<file path="src/rtl/seg_display_mux.sv">
// Binary-to-BCD seven-segment display driver with time-multiplexed common-anode scan.
// Optional leading-zero blanking is enabled by defining SEG_DISPLAY_LEAD_BLANK_EN.
module seg_display_mux #(
   parameter int DIGITS      = 4,
   parameter int WIDTH       = 14,
   parameter int REFRESH_DIV = 100000
) (
   input  logic              clk,
   input  logic              reset,
   input  logic [WIDTH-1:0]  value,
   input  logic [DIGITS-1:0] dp_in,
   output logic              busy,
   output logic [6:0]        seg,
   output logic [DIGITS-1:0] an,
   output logic              dp
);

   localparam int BW = 4 * DIGITS;
   localparam int CW = $clog2(WIDTH + 1);
   localparam int IW = (DIGITS > 1) ? $clog2(DIGITS) : 1;
   localparam int PW = $clog2(REFRESH_DIV);
   localparam logic [3:0] DASH = 4'hA;

   typedef enum logic [1:0] {S_IDLE, S_SHIFT, S_DONE} state_t;

   state_t            r_state;
   logic [WIDTH-1:0]  r_shift;
   logic [WIDTH-1:0]  r_last;
   logic [BW-1:0]     r_bcd;
   logic [BW-1:0]     r_disp;
   logic [CW-1:0]     r_cnt;
   logic              r_ovf;
   logic              r_force;
   logic              r_busy;

   logic [PW-1:0]     r_pre;
   logic [IW-1:0]     r_idx;
   logic [6:0]        r_seg;
   logic [DIGITS-1:0] r_an;
   logic              r_dp;

   logic [BW-1:0]     w_adj;
   logic [3:0]        w_nib;
   logic [6:0]        w_seg;

   function automatic logic [6:0] seg_decode(input logic [3:0] nib);
      case (nib)
         4'd0:    return 7'b1000000;
         4'd1:    return 7'b1111001;
         4'd2:    return 7'b0100100;
         4'd3:    return 7'b0110000;
         4'd4:    return 7'b0011001;
         4'd5:    return 7'b0010010;
         4'd6:    return 7'b0000010;
         4'd7:    return 7'b1111000;
         4'd8:    return 7'b0000000;
         4'd9:    return 7'b0010000;
         DASH:    return 7'b0111111;
         default: return 7'b1111111;
      endcase
   endfunction

   // NOTE: w_adj takes a full default first so no path leaves it unassigned (no latch).
   always_comb begin
      w_adj = r_bcd;
      for (int i = 0; i < DIGITS; i++) begin
         if (r_bcd[4*i +: 4] >= 4'd5) w_adj[4*i +: 4] = r_bcd[4*i +: 4] + 4'd3;
      end
   end

   always_ff @(posedge clk or negedge reset) begin
      if (!reset) begin
         r_state <= S_IDLE;
         r_shift <= '0;
         r_last  <= '0;
         r_bcd   <= '0;
         r_disp  <= '0;
         r_cnt   <= '0;
         r_ovf   <= 1'b0;
         r_force <= 1'b1;
         r_busy  <= 1'b0;
      end else begin
         case (r_state)
            S_IDLE: begin
               if (value != r_last || r_force) begin
                  r_shift <= value;
                  r_last  <= value;
                  r_bcd   <= '0;
                  r_ovf   <= 1'b0;
                  r_cnt   <= CW'(WIDTH);
                  r_force <= 1'b0;
                  r_busy  <= 1'b1;
                  r_state <= S_SHIFT;
               end
            end
            S_SHIFT: begin
               // A 1 leaving the top nibble means the value needs more digits than we have.
               {r_bcd, r_shift} <= {w_adj[BW-2:0], r_shift, 1'b0};
               if (w_adj[BW-1]) r_ovf <= 1'b1;
               r_cnt <= r_cnt - 1'b1;
               if (r_cnt == CW'(1)) r_state <= S_DONE;
            end
            S_DONE: begin
               r_disp  <= r_ovf ? {DIGITS{DASH}} : r_bcd;
               r_busy  <= 1'b0;
               r_state <= S_IDLE;
            end
            default: r_state <= S_IDLE;
         endcase
      end
   end

   assign w_nib = r_disp[r_idx*4 +: 4];

`ifdef SEG_DISPLAY_LEAD_BLANK_EN
   logic [DIGITS-1:0] w_zero_above;

   // Bit i is set when digit i and every more significant digit are zero.
   always_comb begin
      w_zero_above = '0;
      w_zero_above[DIGITS-1] = (r_disp[BW-1 -: 4] == 4'd0);
      for (int i = DIGITS - 2; i >= 0; i--) begin
         w_zero_above[i] = w_zero_above[i+1] && (r_disp[4*i +: 4] == 4'd0);
      end
   end

   assign w_seg = (r_idx != '0 && w_zero_above[r_idx]) ? 7'b1111111 : seg_decode(w_nib);
`else
   assign w_seg = seg_decode(w_nib);
`endif

   always_ff @(posedge clk or negedge reset) begin
      if (!reset) begin
         r_pre <= '0;
         r_idx <= '0;
         r_seg <= 7'h7F;
         r_an  <= '1;
         r_dp  <= 1'b1;
      end else begin
         if (r_pre == PW'(REFRESH_DIV - 1)) begin
            r_pre <= '0;
            r_idx <= (r_idx == IW'(DIGITS - 1)) ? '0 : r_idx + 1'b1;
         end else begin
            r_pre <= r_pre + 1'b1;
         end
         r_seg <= w_seg;
         r_an  <= ~(DIGITS'(1) << r_idx);
         r_dp  <= ~dp_in[r_idx];
      end
   end

   assign busy = r_busy;
   assign seg  = r_seg;
   assign an   = r_an;
   assign dp   = r_dp;

endmodule

</file>
<file path="config.mk">
export PLATFORM = sky130hd
export DESIGN_NAME = seg_display_mux
export DESIGN_NICKNAME = d
export VERILOG_FILES = /design/src/rtl/seg_display_mux.sv
export SDC_FILE = /design/constraint.sdc
export NUM_CORES = 1
export LEC_CHECK = 0
export ABC_CLOCK_PERIOD_IN_PS = 2200
export CAP_MARGIN = 20
export CELL_PAD_IN_SITES_DETAIL_PLACEMENT = 0
export CELL_PAD_IN_SITES_GLOBAL_PLACEMENT = 1
export CORE_ASPECT_RATIO = 1.5
export CORE_MARGIN = 2
export CORE_UTILIZATION = 43
export DETAILED_ROUTE_END_ITERATION = 8
export GPL_TIMING_DRIVEN = 0
export PLACE_DENSITY_LB_ADDON = 0.25
export REMOVE_ABC_BUFFERS = 1
export SYNTH_ARGS = -nofsm -noshare
export SYNTH_HDL_FRONTEND = slang
export SYNTH_SLANG_ARGS = --single-unit
</file>
<file path="constraint.sdc">
create_clock -name clk -period 2.2 [get_ports clk]
set_input_delay 0.66 -clock clk [delete_from_list [all_inputs] [get_ports clk]]
set_output_delay 0.66 -clock clk [all_outputs]
set_load 0.02 [all_outputs]
</file>
==> results of run 1 <==
[metal layers]
| metal | global-route usage | share of wire | vias up |
|---|---|---|---|
| met4 | 0.0761 | 0.024 | 0 |
| met5 | 0 | 0 | - |
| li1 | - | - | 1627 |
| met2 | 0.313 | 0.52 | 58 |
| met3 | 0.0322 | 0.029 | 14 |
| met1 | 0.207 | 0.43 | 1677 |
[timing repair]
action,in CTS,in global routing
setup endpoints to repair,54,56
hold buffers,0,0
pin swaps,15,11
gates cloned,6,0
resized for setup,54,25
setup buffers,25,3
[cells in the final DEF (no fill, tap or decap), types with 4 or more instances in the layout]
| cell type | instances |
|---|---|
| a21o_1 | 4 |
| nor2_1 | 29 |
| buf_16 | 4 |
| mux4_2 | 5 |
| mux2_2 | 5 |
| clkdlybuf4s50_1 | 17 |
| xor2_1 | 15 |
| nand3_1 | 5 |
| and3_1 | 9 |
| o31ai_1 | 4 |
| ha_1 | 20 |
| a22o_1 | 10 |
| buf_12 | 4 |
| nor3_1 | 7 |
| nor2b_1 | 6 |
| mux2_4 | 12 |
| nor4b_1 | 4 |
| clkbuf_2 | 4 |
| a221o_1 | 13 |
| and2_1 | 15 |
| nand2_1 | 32 |
| buf_6 | 8 |
| o21ai_0 | 23 |
| buf_4 | 16 |
| xnor2_1 | 15 |
| inv_1 | 27 |
| a21oi_1 | 11 |
| nand2b_1 | 10 |
| clkbuf_16 | 9 |
| dfstp_2 | 13 |
| dfrtp_1 | 86 |
| a211o_1 | 4 |
[state kept, by name, summed over array words and instances (netlist names)]
name     cells
an           4
dp           1
seg          7
r_shift     14
r_last      14
r_ovf        1
r_state      2
r_pre       17
r_bcd       16
r_idx        2
r_disp      16
r_force      1
busy         1
r_cnt        4
[kinds of logic (layout without fill, tap and decap cells)]
| logic type | count (synthesis) | after routing | share of synthesized area |
|---|---|---|---|
| adders and majority gates | 20 | 20 | 0.0518 |
| muxes | 22 | 22 | 0.0638 |
| DFF | 100 | 100 | 0.522 |
| and+or+nand+nor | 132 | 132 | 0.144 |
| xor gates and xnor gates | 33 | 33 | 0.0599 |
| buffers and inverters | 45 | 108 | 0.0381 |
| AOI/OAI and AO/OA | 81 | 83 | 0.121 |
[worst max-delay path by stage]
stage          slack, ns  cells after the start                      to
2_1_floorplan      -0.80                      5    r_cnt[3]$_DFFE_PN0P_
3_3_place_gp       -3.28                      1   r_last[9]$_DFFE_PN0P_
3_5_place_dp       -1.16                      6  r_last[12]$_DFFE_PN0P_
4_1_cts            -0.05                      5    r_idx[0]$_DFFE_PN0N_
5_1_grt            -0.10                      5    r_idx[1]$_DFFE_PN0N_
6_report           -0.05                      5    r_idx[0]$_DFFE_PN0N_
[critical path: cells and delay by family (launching register included)]
family	cells	cell delay (ns)
flip-flops	1	0.38
multiplexers	1	0.30
AND/OR/NAND/NOR	4	1.46
[metrics by stage]
step	instance area, um^2	power, uW	instances	hold slack (ns)	setup TNS, ns
after floorplan	4740	4650	415	0.364	-27.36
after global placement	5250	5290	594	0.437	-402.70
after detailed placement	5320	5410	597	0.447	-53.06
after CTS	6030	7280	643	0.320	-0.102
after global routing	6090	7810	645	0.344	-0.776
final	6090	7330	645	0.311	-0.0943
[where the power goes]
| group | leakage [uW] | internal (uW) | switching, uW | total (uW) |
|---|---|---|---|---|
| sequential | 0.00124 | 2480 | 503 | 2980 |
| clock | 0.000140 | 860 | 646 | 1510 |
| combinational | 0.00146 | 1540 | 1300 | 2840 |
[cell type report]
cell class                 instances  share of cell area
clock buffer                      15              0.0456
clock inverter                     1            0.000822
inverter                          27              0.0166
multi-input combinational        290               0.372
sequential                       100               0.414
tap                              147              0.0302
timing repair buffer              65               0.121
==> metrics.md, run 1 <==
| Metric | Value |
|---|---|
| Total number of vias | approximately 3400 |
| EDFF count, synth | 0 |
| Kind of end point of the critical path | flop |
| Critical path's most frequent cell | or4b_4 |
| Antenna violations before repair | 0 |
| Hold Fails Final Rpt | 0 |
| First-pass GRT wire length | around 17 mm |
| P_leak | 0.00284 uW |
| Clk slew on worst S/H paths | 0.06 ns |
| Count of final setup violators | 2 |
| Cell count after synthesis | 433 |
| Slew Limit Fails | 0 |
| Max VDD drop | ~0.58 mV |
| Main area contributors after synthesis | dfrtp_1 45%, dfstp_2 7.1%, ha_1 5.2% |
| Synthesis-stage register bit count | 100 |
| HP Class | in2async |
| # rows | between 40 and 50 |
| Worst Setup Start Kind | flop |
| Async SR Flop Fraction | 1.00 |
| CTS Sinks | 100 |
| # Max-Cap Violations | 0 |
| Initial core utilization | 0.439 |
| Largest fanout on the critical path | 3 |
| # IOs | 33 |
| Worst Tran Pin Value | about 0.71 ns |
| Final worst slack | -0.0496 ns |
| Core area | around 11000 um^2 |
| Clock Tree Buf Depth | 2 |
| Post-Syn Area | around 4800 um^2 |
| Final core utilization | 0.554 |
| Max Clk Rate | roughly 440 MHz |
| TritonCTS Buffers | 9 |
| Post-synth top area share | 0.451 |
| Pwr per Cell Area | approximately 1200 nW/um^2 |
| Min Tclk post-route | 2.25 ns |
| Number of remaining DRC errors | 0 |
| Gr usage total | 0.176 |
| Worst EP required | about 2.4 ns |
| Root Buffer | clkbuf_16 |
| Chip width | around 90 um |
| Clk_skew | 0.00475 ns |
| Outcome | complete, but fails checks |
| Crit path from | r_pre[13]$_DFF_PN0_ |
| CP max-delay cell | or4b_4 |
| Final worst path period share | 1.02 |
| Port bufs | 32 |
| Final GP Congestion | 0.780 |
| Total congestion overflow | 0 |
| Area of the multi-input gates | approximately 2300 um^2 |
| Die area | approximately 12000 um^2 |
| # diodes | 0 |
| Synth area leader | dfrtp_1 |
| DR pass1 iterations | 4 |
| Worst R2R Start | r_pre[13]$_DFF_PN0_ |
| WL final | about 10 mm |
| Detailed Place HPWL | between 6 and 7 mm |
| R2R Setup Slk | -0.05 ns |
| Iter 0 DRT Violations | 182 |
| Slowest Stage Delay on Critical Path | approximately 0.53 ns |
| Die outline height | 134 um |
| Crit-path cells | or4b_4 > or4b_4 > nor4_2 > and3_4 > mux2_4 |
| Worst R2R End | r_idx[0]$_DFFE_PN0N_ |
| Arr. time, crit path | between 2 and 2.5 ns |
| Area delta synth->final | 26.2% |
| Syn Area/Cell | 11.1 um^2 |
| # H-tree levels | 3 |
| Commonest cells in the synthesized netlist | 87 x dfrtp_1, 32 x nand2_1, 29 x nor2_1 |
| Worst R2R Path Depth | 5 |
| RSZ-0062 raised after global routing | yes |
| CP Class | reg2reg |
| Fillers | approximately 970 |
| Sequential cell area fraction in the yosys report | 0.522 |
| Vias in the first global route | between 3000 and 4000 |
| Post-route ant nets | 0 |
| Clock latency on the worst-skew pair | around 0.34 ns |
| DR WL/cell | between 15 and 20 um |
| Distinct cells, synth | 47 |
| Pre-CTS WS | -1.16 ns |
| Share of cells above drive strength 1 | 0.221 |
| Syn. warnings | 0 |
| Total Nets Final | 533 |
| Sequential Area | between 2000 and 3000 um^2 |
| Failing checks | negative setup slack |
| Largest net degree at the start of global routing | 61 |
| Vias per cell | approximately 5.2 |
| Main synth FF type | dfrtp_1 |
| Top-count cell post-synth | dfrtp_1 |
| Max-Slew Margin vs Limit | 0.524 |
| CTS tree | done |
Power figures use the tool's default switching activity.
==> inputs of run 2 (changes only) <==
ABC_CLOCK_PERIOD_IN_PS = 2390   (was 2200)
CORE_UTILIZATION = 47   (was 43)
clock period = 2.39 ns   (was 2.2 ns; I/O delays follow)
==> metrics.md, run 2 (synthesized netlist as in run 1, its figures left out) <==
| Metric | Value |
|---|---|
| CTS Sinks | 100 |
| Root Buffer | clkbuf_16 |
| Largest fanout on the critical path | 5 |
| Commonest non-fill, non-tap cells in the layout | 87 x dfrtp_1, 32 x nand2_1, 29 x nor2_1 |
| Hold Fails Final Rpt | 0 |
| Fin area | 5850 um^2 |
| Worst Tran Pin Value | around 0.65 ns |
| Die area | between 10000 and 15000 um^2 |
| Post-route ant nets | 0 |
| Total congestion overflow | 0 |
| Die outline height | approximately 130 um |
| # Max-Cap Violations | 0 |
| Largest net degree at the start of global routing | 54 |
| Post-layout total power | roughly 6600 uW |
| TritonCTS Buffers | 9 |
| Commonest non-fill, non-tap cell in the layout | dfrtp_1 |
| Total Nets Final | 520 |
| Count of final setup violators | 0 |
| CTS Hold Bufs | 0 |
| # rows | between 40 and 50 |
| Max Clk Rate | approximately 430 MHz |
| DR pass1 iterations | 4 |
| Min Tclk post-route | about 2.3 ns |
| Placed cells | about 570 |
| Pwr per Cell Area | around 1100 nW/um^2 |
| Chip width | a little under 90 um |
| Clk slew on worst S/H paths | 0.06 ns |
| DR WL/cell | around 16 um |
| Slew Limit Fails | 0 |
| Post-route insts no fill | 602 |
| First-pass GRT wire length | roughly 16 mm |
| Worst Setup Start Kind | primary input |
| Total Negative Setup Slacks | 0 ns |
| Worst R2R Path Depth | 5 |
| Vias per cell | 5.53 |
| Largest register FFs | 17 |
| Clk_skew | 0.00817 ns |
| Total number of vias | 3329 |
| WL final | about 9.7 mm |
| Worst EP required | about 2.7 ns |
| CP Class | in2reg |
| CTS tree | done |
| # H-tree levels | 3 |
| Core area | just over 10000 um^2 |
| Antenna violations before repair | 0 |
| P_leak | ~0.0027 uW |
| Share of cells above drive strength 1 | 0.179 |
| Max VDD drop | 0.521 mV |
| Initial core utilization | 0.479 |
| Arr. time, crit path | about 2.6 ns |
| Detailed Place HPWL | around 6 mm |
| Fillers | between 800 and 900 |
| Vias in the first global route | 3326 |
| Clock latency on the worst-skew pair | 0.34 ns |
| Area delta synth->final | 21.3% |
| Clock Tree Buf Depth | 2 |
| Kind of end point of the critical path | flop |
| Final GP Congestion | slightly below 0.8 |
| # IOs | 33 |
| Largest regs | r_pre x17, r_bcd x16, r_disp x16 |
| Max-Slew Margin vs Limit | 0.569 |
| Iter 0 DRT Violations | 270 |
| Outcome | completed |
| Gr usage total | 0.183 |
| # diodes | 0 |
| HP Class | in2async |
| Largest register by flop count | r_pre |
| Port bufs | 32 |
| Placed inst area | between 5000 and 6000 um^2 |
| Number of remaining DRC errors | 0 |
| Final core utilization | 0.581 |
| Final worst path period share | 0.979 |
run 2: changes by cell type in the layout (fill, tap and decap cells not counted), moves of 4 or more:
cell and change:
buf_6 -4, dlygate4sd2_1 +4, mux2_2 +11, buf_4 -7, mux2_4 -11
run 2: stage by stage:
stage	setup slack [ns]	hold WS, ns
CTS	-0.0414	0.426
finish	0.0511	0.404
detailed placement	-1.08	0.449
floorplan	-0.669	0.421
global placement	-3.10	0.439
global route	-0.0180	0.461
run 2: where the power goes:
group          total [uW]  internal (uW)  switching [uW]  leakage [uW]
Sequential           2730           2280             444       0.00124
Clock                1470            840             626      0.000147
Combinational        2440           1280            1150       0.00133
run 2: final timing paths:
kind                                     start                endpoint  slack (ns)
max in group asynchronous                reset         an[3]$_DFF_PN1_        1.28
min in group clk            r_pre[0]$_DFF_PN0_      r_pre[0]$_DFF_PN0_        0.45
max                                   value[9]  r_shift[3]$_DFFE_PN0P_        0.05
max reg2reg                r_pre[12]$_DFF_PN0_    r_idx[1]$_DFFE_PN0N_        0.09
min reg2reg                 r_pre[0]$_DFF_PN0_      r_pre[0]$_DFF_PN0_        0.45
min                                      reset  r_disp[10]$_DFFE_PN0P_        0.40
run 2: what timing repair did:
action	CTS	global route
cloned	2	3
pin swaps	8	12
gates resized for setup	21	15
setup buffers	12	1
endpoints found under the setup margin	54	43
run 2: worst max-delay path: stages:
cell and delay (ns):
dlygate4sd2_1 0.26, xor2_1 0.17, nor4_2 0.21, nand4_1 0.20, buf_4 0.19, buf_4 0.13
o31ai_4 0.25, buf_6 0.19, clkbuf_16 0.15, a221o_1 0.13
run 2: cell type report:
cell class / count / area [um^2] / share of cell area
sequential: 100 / 2520 / 0.430
multi-input combinational: 289 / 2180 / 0.373
timing repair buffer: 53 / 607 / 0.104
clock buffer: 12 / 246 / 0.0421
tap: 117 / 146 / 0.0250
inverter: 27 / 101 / 0.0173
clock inverter: 4 / 48.8 / 0.00834
run 2: per-layer routing:
| metal | up-vias | global-route usage | wire length [um] |
|---|---|---|---|
| li1 | 1608 | - | - |
| met1 | 1650 | 0.227 | 4150 |
| met2 | 60 | 0.305 | 5050 |
| met3 | 11 | 0.0406 | 311 |
| met4 | 0 | 0.0800 | 146 |
| met5 | - | 0 | 0 |
